## config.mk

```make
export PLATFORM = sky130hd
export DESIGN_NAME = p_addsub_mc_flat
export DESIGN_NICKNAME = d
export VERILOG_FILES = /design/src/rtl/p_addsub_pkg.sv /design/src/rtl/p_addsub_mc_if.sv /design/src/rtl/p_addsub_slice.sv /design/src/rtl/p_addsub_mc.sv /design/src/flat_wrapper.sv
export SDC_FILE = /design/constraint.sdc
export NUM_CORES = 1
export LEC_CHECK = 0
export ABC_AREA = 1
export BUFFER_PORTS_ARGS = -buffer_cell sky130_fd_sc_hd__buf_2
export CAP_MARGIN = 0
export CORE_MARGIN = 2
export CORE_UTILIZATION = 50
export CTS_CLUSTER_SIZE = 24
export DETAILED_ROUTE_END_ITERATION = 6
export PLACE_DENSITY = 0.72
export SLEW_MARGIN = 30
export SYNTH_ARGS = -nofsm -noshare
export SYNTH_HDL_FRONTEND = slang
export SYNTH_HIERARCHICAL = 1
export SYNTH_SLANG_ARGS = --single-unit
```

## constraint.sdc

```tcl
create_clock -name g_clk -period 19.76 [get_ports g_clk]
set_input_delay 3.952 -clock g_clk [delete_from_list [all_inputs] [get_ports g_clk]]
set_output_delay 3.952 -clock g_clk [all_outputs]
set_load 0.005 [all_outputs]
```

## src/rtl/p_addsub_pkg.sv

```systemverilog
// Shared types and lane-mask helpers for the multi-cycle packed add/subtract unit.
package p_addsub_pkg;

  typedef enum logic [1:0] {
    IDLE,
    BUSY,
    DONE
  } state_t;

  localparam int PW_2  = 1;
  localparam int PW_4  = 2;
  localparam int PW_8  = 3;
  localparam int PW_16 = 4;
  localparam int PW_32 = 5;
  localparam int PW_64 = 6;

  // Upper bound on W supported by the mask helpers; callers cast down to W.
  localparam int MAX_W = 1024;

  // Lane width in bits; out-of-range pw collapses to one full-width lane.
  function automatic int lane_width(input int pw, input int w);
    if (pw < 1 || pw > 30) return w;
    if ((1 << pw) > w) return w;
    return 1 << pw;
  endfunction

  function automatic logic [MAX_W-1:0] lane_lsb_mask(input int pw, input int w);
    logic [MAX_W-1:0] m;
    int lw;
    lw = lane_width(pw, w);
    for (int i = 0; i < MAX_W; i++) m[i] = (i < w) && ((i & (lw - 1)) == 0);
    return m;
  endfunction

  function automatic logic [MAX_W-1:0] lane_msb_mask(input int pw, input int w);
    logic [MAX_W-1:0] m;
    int lw;
    lw = lane_width(pw, w);
    for (int i = 0; i < MAX_W; i++) m[i] = (i < w) && ((i & (lw - 1)) == (lw - 1));
    return m;
  endfunction

endpackage

```

## src/rtl/p_addsub_mc_if.sv

```systemverilog
// Request/response handshake bundle for p_addsub_mc.
interface p_addsub_mc_if #(
  parameter int W   = 64,
  parameter int PWW = 3
);
  logic           req_valid;
  logic           req_ready;
  logic [W-1:0]   req_lhs;
  logic [W-1:0]   req_rhs;
  logic [PWW-1:0] req_pw;
  logic           req_sub;
  logic           req_cin_en;
  logic           req_cin;
  logic           rsp_valid;
  logic           rsp_ready;
  logic [W-1:0]   rsp_result;
  logic [W-1:0]   rsp_lane_c;

  modport master (
    output req_valid, req_lhs, req_rhs, req_pw, req_sub, req_cin_en, req_cin, rsp_ready,
    input  req_ready, rsp_valid, rsp_result, rsp_lane_c
  );

  modport slave (
    input  req_valid, req_lhs, req_rhs, req_pw, req_sub, req_cin_en, req_cin, rsp_ready,
    output req_ready, rsp_valid, rsp_result, rsp_lane_c
  );
endinterface

```

## src/rtl/p_addsub_slice.sv

```systemverilog
// Combinational CHUNK-bit ripple adder whose carry chain restarts at every lane LSB.
module p_addsub_slice #(
  parameter int CHUNK = 16
) (
  input  logic [CHUNK-1:0] a,
  input  logic [CHUNK-1:0] b,
  input  logic [CHUNK-1:0] lsb,
  input  logic             lane_cin,
  input  logic             carry_in,
  output logic [CHUNK-1:0] sum,
  output logic [CHUNK-1:0] carry,
  output logic             cout
);

  logic c;
  logic ci;

  always_comb begin
    sum   = '0;
    carry = '0;
    c     = carry_in;
    ci    = 1'b0;
    for (int i = 0; i < CHUNK; i++) begin
      ci       = lsb[i] ? lane_cin : c;
      sum[i]   = a[i] ^ b[i] ^ ci;
      c        = (a[i] & b[i]) | (ci & (a[i] ^ b[i]));
      carry[i] = c;
    end
  end

  assign cout = carry[CHUNK-1];

endmodule

```

## src/rtl/p_addsub_mc.sv

```systemverilog
// Multi-cycle packed add/subtract: one CHUNK-bit slice per cycle, carry held between slices.
module p_addsub_mc
  import p_addsub_pkg::*;
#(
  parameter int W     = 64,
  parameter int CHUNK = 16,
  parameter int PWW   = $clog2($clog2(W) + 1)
) (
  input logic         g_clk,
  input logic         g_reset,
  p_addsub_mc_if.slave bus
);

  localparam int N  = W / CHUNK;
  localparam int CW = $clog2(N + 1);

  state_t          state;
  logic [CW-1:0]   cnt;
  logic [W-1:0]    lhs_q, rhs_q, lsb_q, msb_q, result_q, lane_c_q;
  logic            sub_q, cin_ovr_q, cin_q, carry_q, ready_q, valid_q;

  logic [W-1:0]     lsb_new, msb_new;
  logic             full_new;
  logic             lane_cin;
  logic [CHUNK-1:0] sum, bit_c;
  logic             cout;

  assign lsb_new  = W'(lane_lsb_mask(int'(bus.req_pw), W));
  assign msb_new  = W'(lane_msb_mask(int'(bus.req_pw), W));
  assign full_new = (lsb_new == W'(1));

  // The raw chain carry-in only ever lands on bit 0, i.e. the first slice.
  assign lane_cin = (cnt == '0 && cin_ovr_q) ? cin_q : sub_q;

  p_addsub_slice #(.CHUNK(CHUNK)) u_slice (
    .a        (lhs_q[CHUNK-1:0]),
    .b        (rhs_q[CHUNK-1:0]),
    .lsb      (lsb_q[CHUNK-1:0]),
    .lane_cin (lane_cin),
    .carry_in (carry_q),
    .sum      (sum),
    .carry    (bit_c),
    .cout     (cout)
  );

  // Operands and masks shift down each slice; results shift in from the top.
  always_ff @(posedge g_clk or posedge g_reset) begin
    if (g_reset) begin
      state     <= IDLE;
      cnt       <= '0;
      lhs_q     <= '0;
      rhs_q     <= '0;
      lsb_q     <= '0;
      msb_q     <= '0;
      result_q  <= '0;
      lane_c_q  <= '0;
      sub_q     <= 1'b0;
      cin_ovr_q <= 1'b0;
      cin_q     <= 1'b0;
      carry_q   <= 1'b0;
      ready_q   <= 1'b0;
      valid_q   <= 1'b0;
    end else begin
      case (state)
        IDLE: begin
          if (ready_q && bus.req_valid) begin
            lhs_q     <= bus.req_lhs;
            rhs_q     <= bus.req_sub ? ~bus.req_rhs : bus.req_rhs;
            lsb_q     <= lsb_new;
            msb_q     <= msb_new;
            sub_q     <= bus.req_sub;
            cin_ovr_q <= bus.req_cin_en & full_new;
            cin_q     <= bus.req_cin;
            carry_q   <= 1'b0;
            cnt       <= '0;
            ready_q   <= 1'b0;
            state     <= BUSY;
          end else begin
            ready_q <= 1'b1;
          end
        end
        BUSY: begin
          if (cnt == CW'(N)) begin
            valid_q <= 1'b1;
            state   <= DONE;
          end else begin
            lhs_q    <= lhs_q >> CHUNK;
            rhs_q    <= rhs_q >> CHUNK;
            lsb_q    <= lsb_q >> CHUNK;
            msb_q    <= msb_q >> CHUNK;
            result_q <= (result_q >> CHUNK) | (W'(sum) << (W - CHUNK));
            lane_c_q <= (lane_c_q >> CHUNK) | (W'(bit_c & msb_q[CHUNK-1:0]) << (W - CHUNK));
            carry_q  <= cout;
            cnt      <= cnt + 1'b1;
          end
        end
        DONE: begin
          if (bus.rsp_ready) begin
            valid_q <= 1'b0;
            ready_q <= 1'b1;
            state   <= IDLE;
          end
        end
        default: state <= IDLE;
      endcase
    end
  end

  assign bus.req_ready  = ready_q;
  assign bus.rsp_valid  = valid_q;
  assign bus.rsp_result = result_q;
  assign bus.rsp_lane_c = lane_c_q;

endmodule
```

## src/flat_wrapper.sv

```systemverilog
// flat-port wrapper written by rule: the top's interface ports become plain ports
module p_addsub_mc_flat import p_addsub_pkg::*;
#(
  parameter int W     = 64,
  parameter int CHUNK = 16,
  parameter int PWW   = $clog2($clog2(W) + 1)
)
  (g_clk, g_reset, bus_req_valid, bus_req_lhs, bus_req_rhs, bus_req_pw, bus_req_sub, bus_req_cin_en, bus_req_cin, bus_rsp_ready, bus_req_ready, bus_rsp_valid, bus_rsp_result, bus_rsp_lane_c);
  p_addsub_mc_if #(.W(W), .PWW(PWW)) bus_i ();
  input logic g_clk;
  input logic g_reset;
  input wire logic [$bits(bus_i.req_valid)-1:0] bus_req_valid;
  input wire logic [$bits(bus_i.req_lhs)-1:0] bus_req_lhs;
  input wire logic [$bits(bus_i.req_rhs)-1:0] bus_req_rhs;
  input wire logic [$bits(bus_i.req_pw)-1:0] bus_req_pw;
  input wire logic [$bits(bus_i.req_sub)-1:0] bus_req_sub;
  input wire logic [$bits(bus_i.req_cin_en)-1:0] bus_req_cin_en;
  input wire logic [$bits(bus_i.req_cin)-1:0] bus_req_cin;
  input wire logic [$bits(bus_i.rsp_ready)-1:0] bus_rsp_ready;
  output wire logic [$bits(bus_i.req_ready)-1:0] bus_req_ready;
  output wire logic [$bits(bus_i.rsp_valid)-1:0] bus_rsp_valid;
  output wire logic [$bits(bus_i.rsp_result)-1:0] bus_rsp_result;
  output wire logic [$bits(bus_i.rsp_lane_c)-1:0] bus_rsp_lane_c;
  assign bus_i.req_valid = bus_req_valid;
  assign bus_i.req_lhs = bus_req_lhs;
  assign bus_i.req_rhs = bus_req_rhs;
  assign bus_i.req_pw = bus_req_pw;
  assign bus_i.req_sub = bus_req_sub;
  assign bus_i.req_cin_en = bus_req_cin_en;
  assign bus_i.req_cin = bus_req_cin;
  assign bus_i.rsp_ready = bus_rsp_ready;
  assign bus_req_ready = bus_i.req_ready;
  assign bus_rsp_valid = bus_i.rsp_valid;
  assign bus_rsp_result = bus_i.rsp_result;
  assign bus_rsp_lane_c = bus_i.rsp_lane_c;
  p_addsub_mc #(.W(W), .CHUNK(CHUNK), .PWW(PWW)) u_core (.g_clk(g_clk), .g_reset(g_reset), .bus(bus_i));
endmodule
```

==> out/results.ini <==
[power]
power.share.clock=0.216
ir_drop_v=0.000139
p_switching_mw=1.57
power_density_mw_per_mm2=182
power_frac_seq=0.373
power.share.switching=0.424
p_comb_frac=0.412
p_int_mw=2.14
p_leak_nw=10.2

[final_layout]
diodes=0
area_growth_pct=17.1
finish.utilization=0.593
nNetsFinal=2335
fill_cells=3040
layout-drive-gt1-share=0.166
instances_no_fill=2662

[die]
die-area_mm2=0.0363
rows=68
start_util=0.506
core_area_mm2=0.0344
die_h_um=191
ios=268
die-width_um=191

[global_routing]
grt_pass1_vias=13400
grt_max_degree=180
overflow=0
track_usage=0.249
grt_pass1_wl_um=72200
antenna_found_initial=1

[setup_path]
worstSetupEndpointType=flop
crit_slowest_cell=fa_1
max_stage_delay_ns=0.41
crit_required_ns=20.22
start_kind=flop
crit_fanout=13
critPathArrivalTime_ns=9.90
worstSetupPathType=flop to flop
crit_top_cell=nand2_1

[sta]
relSlewSlack=0.367
setup_viol=0
finalHoldViolations=0
tns_ns=0
maxSlewViolCount=0
rsz0062_at_grt=false
skew_ns=0.0121
fin_crit_sh=0.478
tightestPinTransition_ns=0.948
period_minus_slack_ns=9.44
timing.hold.ws_ns=0.470
fin_ws_ns=10.32
fmax_mhz=106

[outcome]
outcome=finished, final reports clean

[clock_tree]
cts_tree=built
cts_max_level=2
clock_latency_ns=0.52
clock_sinks=395
cts-root-buf=clkbuf_16
post_cts_buffers=0
cts_made_buffers=42
path_clk_slew_ns=0.06
cts_resized=0
hold_buffers=0
clock_path_buffers=3

[placed_design]
place_ws_ns=10.53
place.gp.congestion=0.869
dp_cells=2585
dp_hpwl_um=30000
io_buffers=267

[yosys]
ys_seq_area_frac=0.568
synth-seq-cells=395
syn_area_per_cell_um2=8.83
yosysUniqueCellTypes=34
yosys_warnings=6
synthCells=1972
syn-cell-area_mm2=0.0174

[min_path]
hp-class=flop to flop

[routing]
vias_per_cell=5.30
firstDrtPassIters=5
drt_wl_total_um=44900
wl_per_cell_um=16.9
num_vias=14100
drt_iter0_markers=1050
antenna_left=0
drcViolationCount=0

[run]
maxCapViolCount=0

registers in the layout, indices dropped and copies added, names as in the netlist:
signal	flops
u_core/bus.req_ready	1
u_core/bus.rsp_lane_c	64
u_core/bus.rsp_result	64
u_core/bus.rsp_valid	1
u_core/carry_q	1
u_core/cin_ovr_q	1
u_core/cin_q	1
u_core/cnt	3
u_core/lhs_q	64
u_core/lsb_q	64
u_core/msb_q	64
u_core/rhs_q	64
u_core/state	2
u_core/sub_q	1
power groups by stage:
stage	Sequential [mW]	Clock, mW	Combinational [mW]
after floorplan	1.32	0	1.12
after global placement	1.38	0	1.47
after detailed placement	1.39	0	1.51
after CTS	1.38	0.817	1.52
after global routing	1.42	0.853	1.74
final	1.38	0.800	1.53
cell usage after synthesis (all sizes together):
cell type | instances | area [um^2]
o21ai | 142 | 711
a21oi | 110 | 551
nor2 | 141 | 539
buf | 73 | 388
nand3 | 52 | 260
a32o | 1 | 10.0
dfrtp | 395 | 9880
o2111ai | 1 | 8.76
a22o | 15 | 131
conb | 2 | 7.51
fa | 16 | 320
clkbuf | 50 | 188
inv | 101 | 382
o31ai | 21 | 198
o211ai | 19 | 143
a31oi | 51 | 319
o22ai | 2 | 12.5
clkinv | 2 | 7.51
a22oi | 4 | 30.0
nand2 | 693 | 2610
ha | 6 | 75.1
o22a | 3 | 26.3
xnor2 | 64 | 561
nand4 | 8 | 50.1
logic make-up after synthesis:
group,after synthesis,synth area share
compound gates,369,0.123
buf+inv,226,0.0554
simple gates,894,0.199
fa+ha+maj,22,0.0227
flops,395,0.568
other cells,2,0.000431
xor+xnor,64,0.0322
cell type report:
type	count	area, um^2	area share
clock buffer	62	1250	0.0612
clock inverter	14	181	0.00890
inverter	103	404	0.0198
multi-input combinational	1354	6600	0.324
sequential	395	9880	0.485
tap	455	569	0.0279
timing repair buffer	279	1500	0.0738
metrics by stage:
step           instance area, um^2  power (mW)
2_1_floorplan                17400        2.44
4_1_cts                      20300        3.72
5_1_grt                      20400        4.01
6_report                     20400        3.71
3_5_place_dp                 18900        2.91
3_3_place_gp                 18900        2.85
placed cells by master, fill, tap and decap left out, drive strengths merged:
| master | synthesis | final |
|---|---|---|
| a21oi | 110 | 110 |
| clkinv | 2 | 7 |
| nand3 | 52 | 52 |
| xnor2 | 64 | 64 |
| nand4 | 8 | 8 |
| dfrtp | 395 | 395 |
| o22a | 3 | 3 |
| o21ai | 142 | 142 |
| o211ai | 19 | 19 |
| o2111ai | 1 | 1 |
| a31oi | 51 | 51 |
| o31ai | 21 | 21 |
| nor2 | 141 | 141 |
| buf | 73 | 279 |
| nand2 | 693 | 693 |
| ha | 6 | 6 |
| a22oi | 4 | 4 |
| conb | 2 | 5 |
| clkinvlp | 0 | 3 |
| inv | 101 | 103 |
| o22ai | 2 | 2 |
| a32o | 1 | 1 |
| fa | 16 | 16 |
| clkbuf | 50 | 62 |
| a22o | 15 | 15 |
| bufinv | 0 | 4 |
layer usage:
metal	up-vias	global-route usage	share of wire
met5	-	0	0.00029
met4	2	0.0736	0.025
met3	77	0.0381	0.067
met2	504	0.387	0.46
met1	6766	0.364	0.45
li1	6755	-	-
worst max-delay path: cells and delay by family, from the launching register on:
family / cells / cell delay, ns
and+or+nand+nor: 32 / 2.19
AOI/OAI and AO/OA: 3 / 0.28
buffers and inverters: 6 / 0.61
adders and majority gates: 17 / 5.84
DFF: 1 / 0.39
worst paths after layout:
| check | cells after the start | endpoint | slack (ns) | from |
|---|---|---|---|---|
| hold / removal | 2 | u_core/bus.rsp_result[14] | 0.47 | u_core/bus.rsp_result[14] |
| max in group asynchronous | 5 | u_core/bus.rsp_result[9] | 14.28 | g_reset |
| setup reg to reg | 58 | u_core/bus.rsp_result[63] | 10.32 | u_core/cnt[0] |
| setup / recovery | 58 | u_core/bus.rsp_result[63] | 10.32 | u_core/cnt[0] |
| min in group asynchronous | 2 | u_core/bus.rsp_lane_c[10] | 3.48 | g_reset |
| hold reg to reg | 2 | u_core/bus.rsp_result[14] | 0.47 | u_core/bus.rsp_result[14] |
Power figures use the tool's default switching activity.
